File: src/rtl/seq_divider16.sv
// Iterative unsigned restoring divider: one quotient bit per clock, start/busy/done handshake.
// Results (quotient, remainder, div_by_zero) are registered and only change on the done cycle or reset.
module seq_divider16 #(
  parameter int WIDTH = 16
) (
  input  logic             clk,
  input  logic             rst,
  input  logic             start,
  input  logic [WIDTH-1:0] dividend,
  input  logic [WIDTH-1:0] divisor,
  output logic             busy,
  output logic             done,
  output logic [WIDTH-1:0] quotient,
  output logic [WIDTH-1:0] remainder,
  output logic             div_by_zero
);

  localparam int CW = $clog2(WIDTH);

  // Handshake: start is honoured only while busy=0; done is a one-cycle pulse
  // that coincides with the updated result registers.
  typedef enum logic [1:0] {
    S_IDLE   = 2'd0,
    S_RUN    = 2'd1,
    S_FINISH = 2'd2
  } state_t;

  state_t           state_q, state_d;
  logic [CW-1:0]    cnt_q, cnt_d;
  logic [WIDTH-1:0] q_q, q_d;
  logic [WIDTH-1:0] d_q, d_d;
  logic [WIDTH-1:0] r_q, r_d;
  logic             dz_q, dz_d;
  logic [WIDTH-1:0] quo_q, quo_d;
  logic [WIDTH-1:0] rem_q, rem_d;
  logic             dzo_q, dzo_d;
  logic             done_q, done_d;

  // A restored partial remainder is always below the divisor, so it fits in
  // WIDTH bits; only the shifted trial value needs the extra bit.
  logic [WIDTH:0]   r_shift;
  logic [WIDTH:0]   trial;

  always_comb begin
    r_shift = {r_q, q_q[WIDTH-1]};
    trial   = r_shift - {1'b0, d_q};
  end

  always_comb begin
    state_d = state_q;
    cnt_d   = cnt_q;
    q_d     = q_q;
    d_d     = d_q;
    r_d     = r_q;
    dz_d    = dz_q;
    quo_d   = quo_q;
    rem_d   = rem_q;
    dzo_d   = dzo_q;
    done_d  = 1'b0;
    case (state_q)
      S_IDLE: begin
        if (start) begin
          q_d   = dividend;
          d_d   = divisor;
          r_d   = '0;
          cnt_d = CW'(WIDTH - 1);
          if (divisor == '0) begin
            dz_d    = 1'b1;
            state_d = S_FINISH;
          end else begin
            dz_d    = 1'b0;
            state_d = S_RUN;
          end
        end
      end
      S_RUN: begin
        q_d = {q_q[WIDTH-2:0], ~trial[WIDTH]};
        r_d = trial[WIDTH] ? r_shift[WIDTH-1:0] : trial[WIDTH-1:0];
        if (cnt_q == '0) begin
          state_d = S_FINISH;
        end else begin
          cnt_d = cnt_q - CW'(1);
        end
      end
      S_FINISH: begin
        done_d  = 1'b1;
        state_d = S_IDLE;
        if (dz_q) begin
          // q_q still holds the untouched dividend on the divide-by-zero path
          quo_d = '1;
          rem_d = q_q;
          dzo_d = 1'b1;
        end else begin
          quo_d = q_q;
          rem_d = r_q;
          dzo_d = 1'b0;
        end
      end
      default: state_d = S_IDLE;
    endcase
  end

  always_ff @(posedge clk) begin
    if (rst) begin
      state_q <= S_IDLE;
      cnt_q   <= '0;
      q_q     <= '0;
      d_q     <= '0;
      r_q     <= '0;
      dz_q    <= 1'b0;
      quo_q   <= '0;
      rem_q   <= '0;
      dzo_q   <= 1'b0;
      done_q  <= 1'b0;
    end else begin
      state_q <= state_d;
      cnt_q   <= cnt_d;
      q_q     <= q_d;
      d_q     <= d_d;
      r_q     <= r_d;
      dz_q    <= dz_d;
      quo_q   <= quo_d;
      rem_q   <= rem_d;
      dzo_q   <= dzo_d;
      done_q  <= done_d;
    end
  end

  assign busy        = (state_q != S_IDLE);
  assign done        = done_q;
  assign quotient    = quo_q;
  assign remainder   = rem_q;
  assign div_by_zero = dzo_q;

endmodule

File: config.mk
export PLATFORM = sky130hd
export DESIGN_NAME = seq_divider16
export DESIGN_NICKNAME = d
export VERILOG_FILES = /design/src/rtl/seq_divider16.sv
export SDC_FILE = /design/constraint.sdc
export NUM_CORES = 1
export LEC_CHECK = 0
export BUFFER_PORTS_ARGS = -buffer_cell sky130_fd_sc_hd__buf_2
export CAP_MARGIN = 30
export CORE_MARGIN = 2
export CORE_UTILIZATION = 50
export CTS_BUF_LIST = sky130_fd_sc_hd__clkbuf_16
export DETAILED_ROUTE_END_ITERATION = 10
export GPL_TIMING_DRIVEN = 0
export HOLD_SLACK_MARGIN = 0.02
export PLACE_DENSITY = 0.85
export SLEW_MARGIN = 0
export SYNTH_ARGS = -nofsm -noshare
export SYNTH_HDL_FRONTEND = slang
export SYNTH_SLANG_ARGS = --single-unit
File: constraint.sdc
create_clock -name clk -period 2.6 [get_ports clk]
set_clock_uncertainty 0.1 [all_clocks]
set_input_delay 0.13 -clock clk [delete_from_list [all_inputs] [get_ports clk]]
set_output_delay 0.13 -clock clk [all_outputs]
set_load 0.05 [all_outputs]
[Word level (Yosys, flattened, before mapping)]
Index checks and enable logic that the tools add are counted.
Operators by class
  $add $sub $neg: 2
  eq/ne operators: 5
  multiplexer cells: 17
  bitwise gates (word level): 1
  reduce and logical (&&, ||, !) cells: 9
Operators by type and width (number)
  16-bit two-way mux: 5
  16-bit one-hot mux with 2 select lines: 2
  17-bit by 16-bit subtractor with 17-bit output: 1
  16-bit zero test: 1
  4-bit two-way mux: 2
  4-bit one-hot mux with 2 select lines: 1
  2-bit two-way mux: 3
  2-bit inequality test (second input constant): 3
  2-bit AND reduction: 3
  4-bit zero test: 1
  2-bit one-hot mux with 2 select lines: 1
  2-bit nonzero test: 2
  4-bit by 1-bit subtractor with 4-bit output (second input constant): 1
  1-bit two-way mux: 3
  3-bit AND reduction: 1
  2-bit by 1-bit == test with 1-bit output (second input constant): 1
  2-bit == test (second input constant): 1
  2-bit zero test: 1
  1-bit NOT: 1
Storage, ports and cells
  bits in registers: 89
  output and inout bits: 35

[Longest topological paths before layout]
  depth after elaboration: 4
  depth in mapped cells: 11
  depth with buffers taken out: 10

[Least setup slack after synthesis]
Ideal clock, no wire load.
  kind: reg2reg
  start: register q_q[15]
  end: register r_q[10]
  setup time: 129 ps
  data arrival time: 2386 ps
  data required time: 2371 ps
  setup slack: -15 ps
  cell stages (with the launch flop): 12
  path buffers: 1
  clock period less this slack: 2615 ps
  cell sequence: dfxtp_1 > inv_1 > ha_1 > inv_1 > fa_1 > a211oi_1 > o21ai_0 > o21a_1 > o211ai_4 > buf_2 > a2bb2oi_1 > o21ai_0
On the way
  cells in the longest elaborated chain, start to end: 3
RTL lines
  start, declared: line 30  | logic [WIDTH-1:0] q_q, q_d;
  start signal, assigned: line 118  | q_q <= q_d;
  17-bit by 16-bit subtractor with 17-bit output: line 46  | trial = r_shift - {1'b0, d_q};
  16-bit two-way mux: line 78  | r_d = trial[WIDTH] ? r_shift[WIDTH-1:0] : trial[WIDTH-1:0];
  16-bit one-hot mux with 2 select lines: line 60  | case (state_q)
  end signal, assigned: line 120  | r_q <= r_d;
  end, declared: line 32  | logic [WIDTH-1:0] r_q, r_d;
No other way between the ends.
A chain may end at the register's enable or synchronous reset.

[Worst setup path after layout]
  start: register q_q[15]
  end: register r_q[12]
Same word-level chain as after synthesis.

==> flow_metrics.py <==
metrics = {
    "grt": {
        "grt_usage_pct": 26.9,
        "busiest_layer": "met2",
        "grt.overflow.total": 0,
        "antenna_found_initial": 0,
        "grt_pass1_vias": 4399,
        "grt_max_degree": 17,
        "grt_use_met2_pct": 47.2,
        "grtUsageMet3_pct": 4.51,
        "use_met1_pct": 32.6,
        "grt_pass1_wl_mm": 21.0,
    },
    "placed_design": {
        "place_ws_ns": -0.322,
        "gp_congestion": 0.886,
        "place_area_um2": 4910,
        "dp_hpwl_mm": 8.94,
        "placement.io_buffers": 69,
    },
    "sta": {
        "worst_slack_ns": -0.151,
        "max_freq_ghz": 0.363,
        "setup_viol": 17,
        "whs_ns": 0.0346,
        "slew_headroom_pct": 48.1,
        "rsz0062_at_grt": "yes",
        "slew_violations": 0,
        "period_minus_slack_ns": 2.75,
        "min_period_over_period_pct": 106,
        "hold_viol": 0,
        "tightest_slew_ns": 0.775,
    },
    "cts": {
        "cts_tree": "yes",
        "cts_buffers": 9,
        "path_clk_slew_ns": 0.07,
        "cts_root_buffer": "clkbuf_16",
        "cts.sinks": 89,
        "clk_path_buf_depth": 2,
        "clk_latency_ns": 0.34,
        "cts_max_level": 3,
    },
    "yosys": {
        "synth_top_family_by_area": "simple AND/OR/NAND/NOR gates",
        "seq_area_frac_synth_pct": 40.2,
        "synth-edff-count": 0,
        "synthCells": 558,
        "yosysTopAreaCell": "dfxtp_1",
        "ys_top_cells_by_area": "dfxtp_1, nor2_1, mux2i_1",
        "synth_area_um2": 4430,
        "yosys_most_used_dff": "dfxtp_1",
        "synth_mux_area_share_pct": 6.36,
        "synthXorXnorAreaFrac_pct": 1.98,
        "async_flop_share_pct": 0,
        "synth_fa_ha_area_share_pct": 5.25,
        "synth.distinct_cells": 46,
        "syn_avg_cell_area_um2": 7.94,
        "synth_top_area_share_pct": 40.2,
        "yosys.area_share.simple_pct": 24.4,
        "synth-seq-cells": 89,
        "synth-compound-area-share_pct": 16.7,
        "yosysWarnings": 0,
        "syn-num-nets": 611,
    },
    "cells_and_area": {
        "multi_input_area_um2": 2520,
        "post-route-util_pct": 66.6,
        "drive_gt1_share_pct": 18.5,
        "fillers": 652,
        "fin_area_um2": 5750,
        "final_cell_mix": "nor2_1, dfxtp_1, buf_2",
        "final-seq-area_um2": 1790,
        "n_antenna_cell": 0,
        "area_growth_pct": 29.9,
        "final_common_cell": "nor2_1",
        "fin_nets": 733,
    },
    "floorplan": {
        "fp-row-count": 34,
        "dieArea_um2": 9630,
        "core_region_area_um2": 8640,
        "fp.dieW_um": 98.1,
        "die_y_um": 98.1,
        "start_util_pct": 51.3,
        "io-pin-count": 70,
    },
    "setup_path": {
        "startpoint": "q_q[15]$_SDFFE_PP0P_",
        "critPathKind": "reg2reg",
        "cp_data_arrival_time_ns": 2.87,
        "cp.required_ns": 2.72,
        "crit_path_start_kind": "flop",
        "endpoint_kind": "flop",
        "crit_fanout": 4,
        "regToRegStartpoint": "q_q[15]$_SDFFE_PP0P_",
    },
    "routing": {
        "via_count": 4749,
        "routedWlPerCell_um": 17.0,
        "first_pass_iters": 5,
        "wl_mm": 13.5,
        "via_per_inst": 5.99,
        "drc": 0,
        "antenna_left": 0,
        "drt_iter0_drc": 493,
    },
    "min_path": {
        "hold_path.class": "in2reg",
        "min-delay-start": "dividend[5]",
    },
    "run_status": {
        "violations": "negative setup slack",
        "outcome": "finished, violations left",
    },
    "pwr": {
        "p_total_mw": 5.40,
        "max-vdd-ir-drop_mv": 0.449,
        "leakage_nw": 2.32,
        "powerDensity_nw_per_um2": 939,
    },
    "flow_run": {
        "maxCapViolCount": 0,
    },
}
## stage by stage
stage          TNS [ns]  cells
5_1_grt           -2.55    793
4_1_cts         -0.0369    786
2_1_floorplan         0    558
6_report          -1.41    793
3_3_place_gp      -3.02    735
3_5_place_dp      -4.59    735
## registers in the layout, indices dropped and copies added (netlist names)
register	flops
cnt_q	4
d_q	16
div_by_zero	1
done	1
dz_q	1
q_q	16
quotient	16
r_q	16
remainder	16
state_q	2
## worst max-delay path, cell delays in order (launching register included)
cell	delay (ns)
dfxtp_2	0.34
inv_2	0.09
ha_4	0.14
inv_2	0.04
fa_2	0.41
a211oi_2	0.31
o21ai_2	0.14
o21a_2	0.25
buf_4	0.15
or3_1	0.36
a31oi_1	0.21
o21ai_1	0.08
## report_power, final
part           leakage (nW)  internal [mW]  switching [mW]
combinational          1.43           1.05            1.28
sequential            0.730           1.50           0.153
clock                 0.164          0.854           0.574
total                  2.32           3.40            2.00
## metal layers
metal,vias to the layer above,share of wire [%]
li1,2197,-
met1,2236,40
met2,271,49
met3,45,7.4
met4,0,2.9
met5,-,0
## worst paths after layout
check                              end  slack, ns  cells past startpoint
setup / recovery  r_q[12]$_SDFFE_PP0P_      -0.15                     11
hold / removal     q_q[5]$_SDFFE_PP0P_       0.03                      3
setup reg to reg  r_q[12]$_SDFFE_PP0P_      -0.15                     11
hold reg to reg   d_q[14]$_SDFFE_PP0P_       0.36                      2
## layout make-up
class / instances / area share [%]
Multi-Input combinational cell: 412 / 43.8
Sequential cell: 89 / 31.1
Timing Repair Buffer: 112 / 13.0
Clock buffer: 9 / 3.91
Buffer: 32 / 2.46
Tap cell: 108 / 2.35
Clock inverter: 7 / 1.76
Inverter: 24 / 1.57
## synthesized netlist by cell type, types with 3 or more instances
cell,n
ha_1,17
nor3_1,36
nand2_1,67
a21oi_1,40
o21a_1,3
nor4_1,18
a31oi_1,3
nor2_1,94
nand2b_1,3
o211ai_1,7
buf_2,4
a2bb2oi_1,3
clkbuf_1,24
buf_1,4
inv_1,24
nor2b_1,4
nand4_1,5
a211oi_1,19
xnor2_1,8
nand3_1,3
mux2i_1,27
or2_2,3
o21ai_0,21
dfxtp_1,89
## what timing repair did
| action | in CTS | in global routing |
|---|---|---|
| hold endpoints to repair | 30 | 0 |
| gates cloned | 1 | 0 |
| hold buffers | 30 | 0 |
| setup endpoints to repair | 17 | 17 |
| pin swaps | 9 | 13 |
| gates resized for setup | 18 | 24 |
| setup buffers | 5 | 8 |
## cells by family after synthesis
kind of cell,after synthesis
compound gates,112
xor+xnor,10
fa+ha+maj,18
buf+inv,57
flops,89
mux,28
simple gates,244
(Power assumes the default switching activity.)
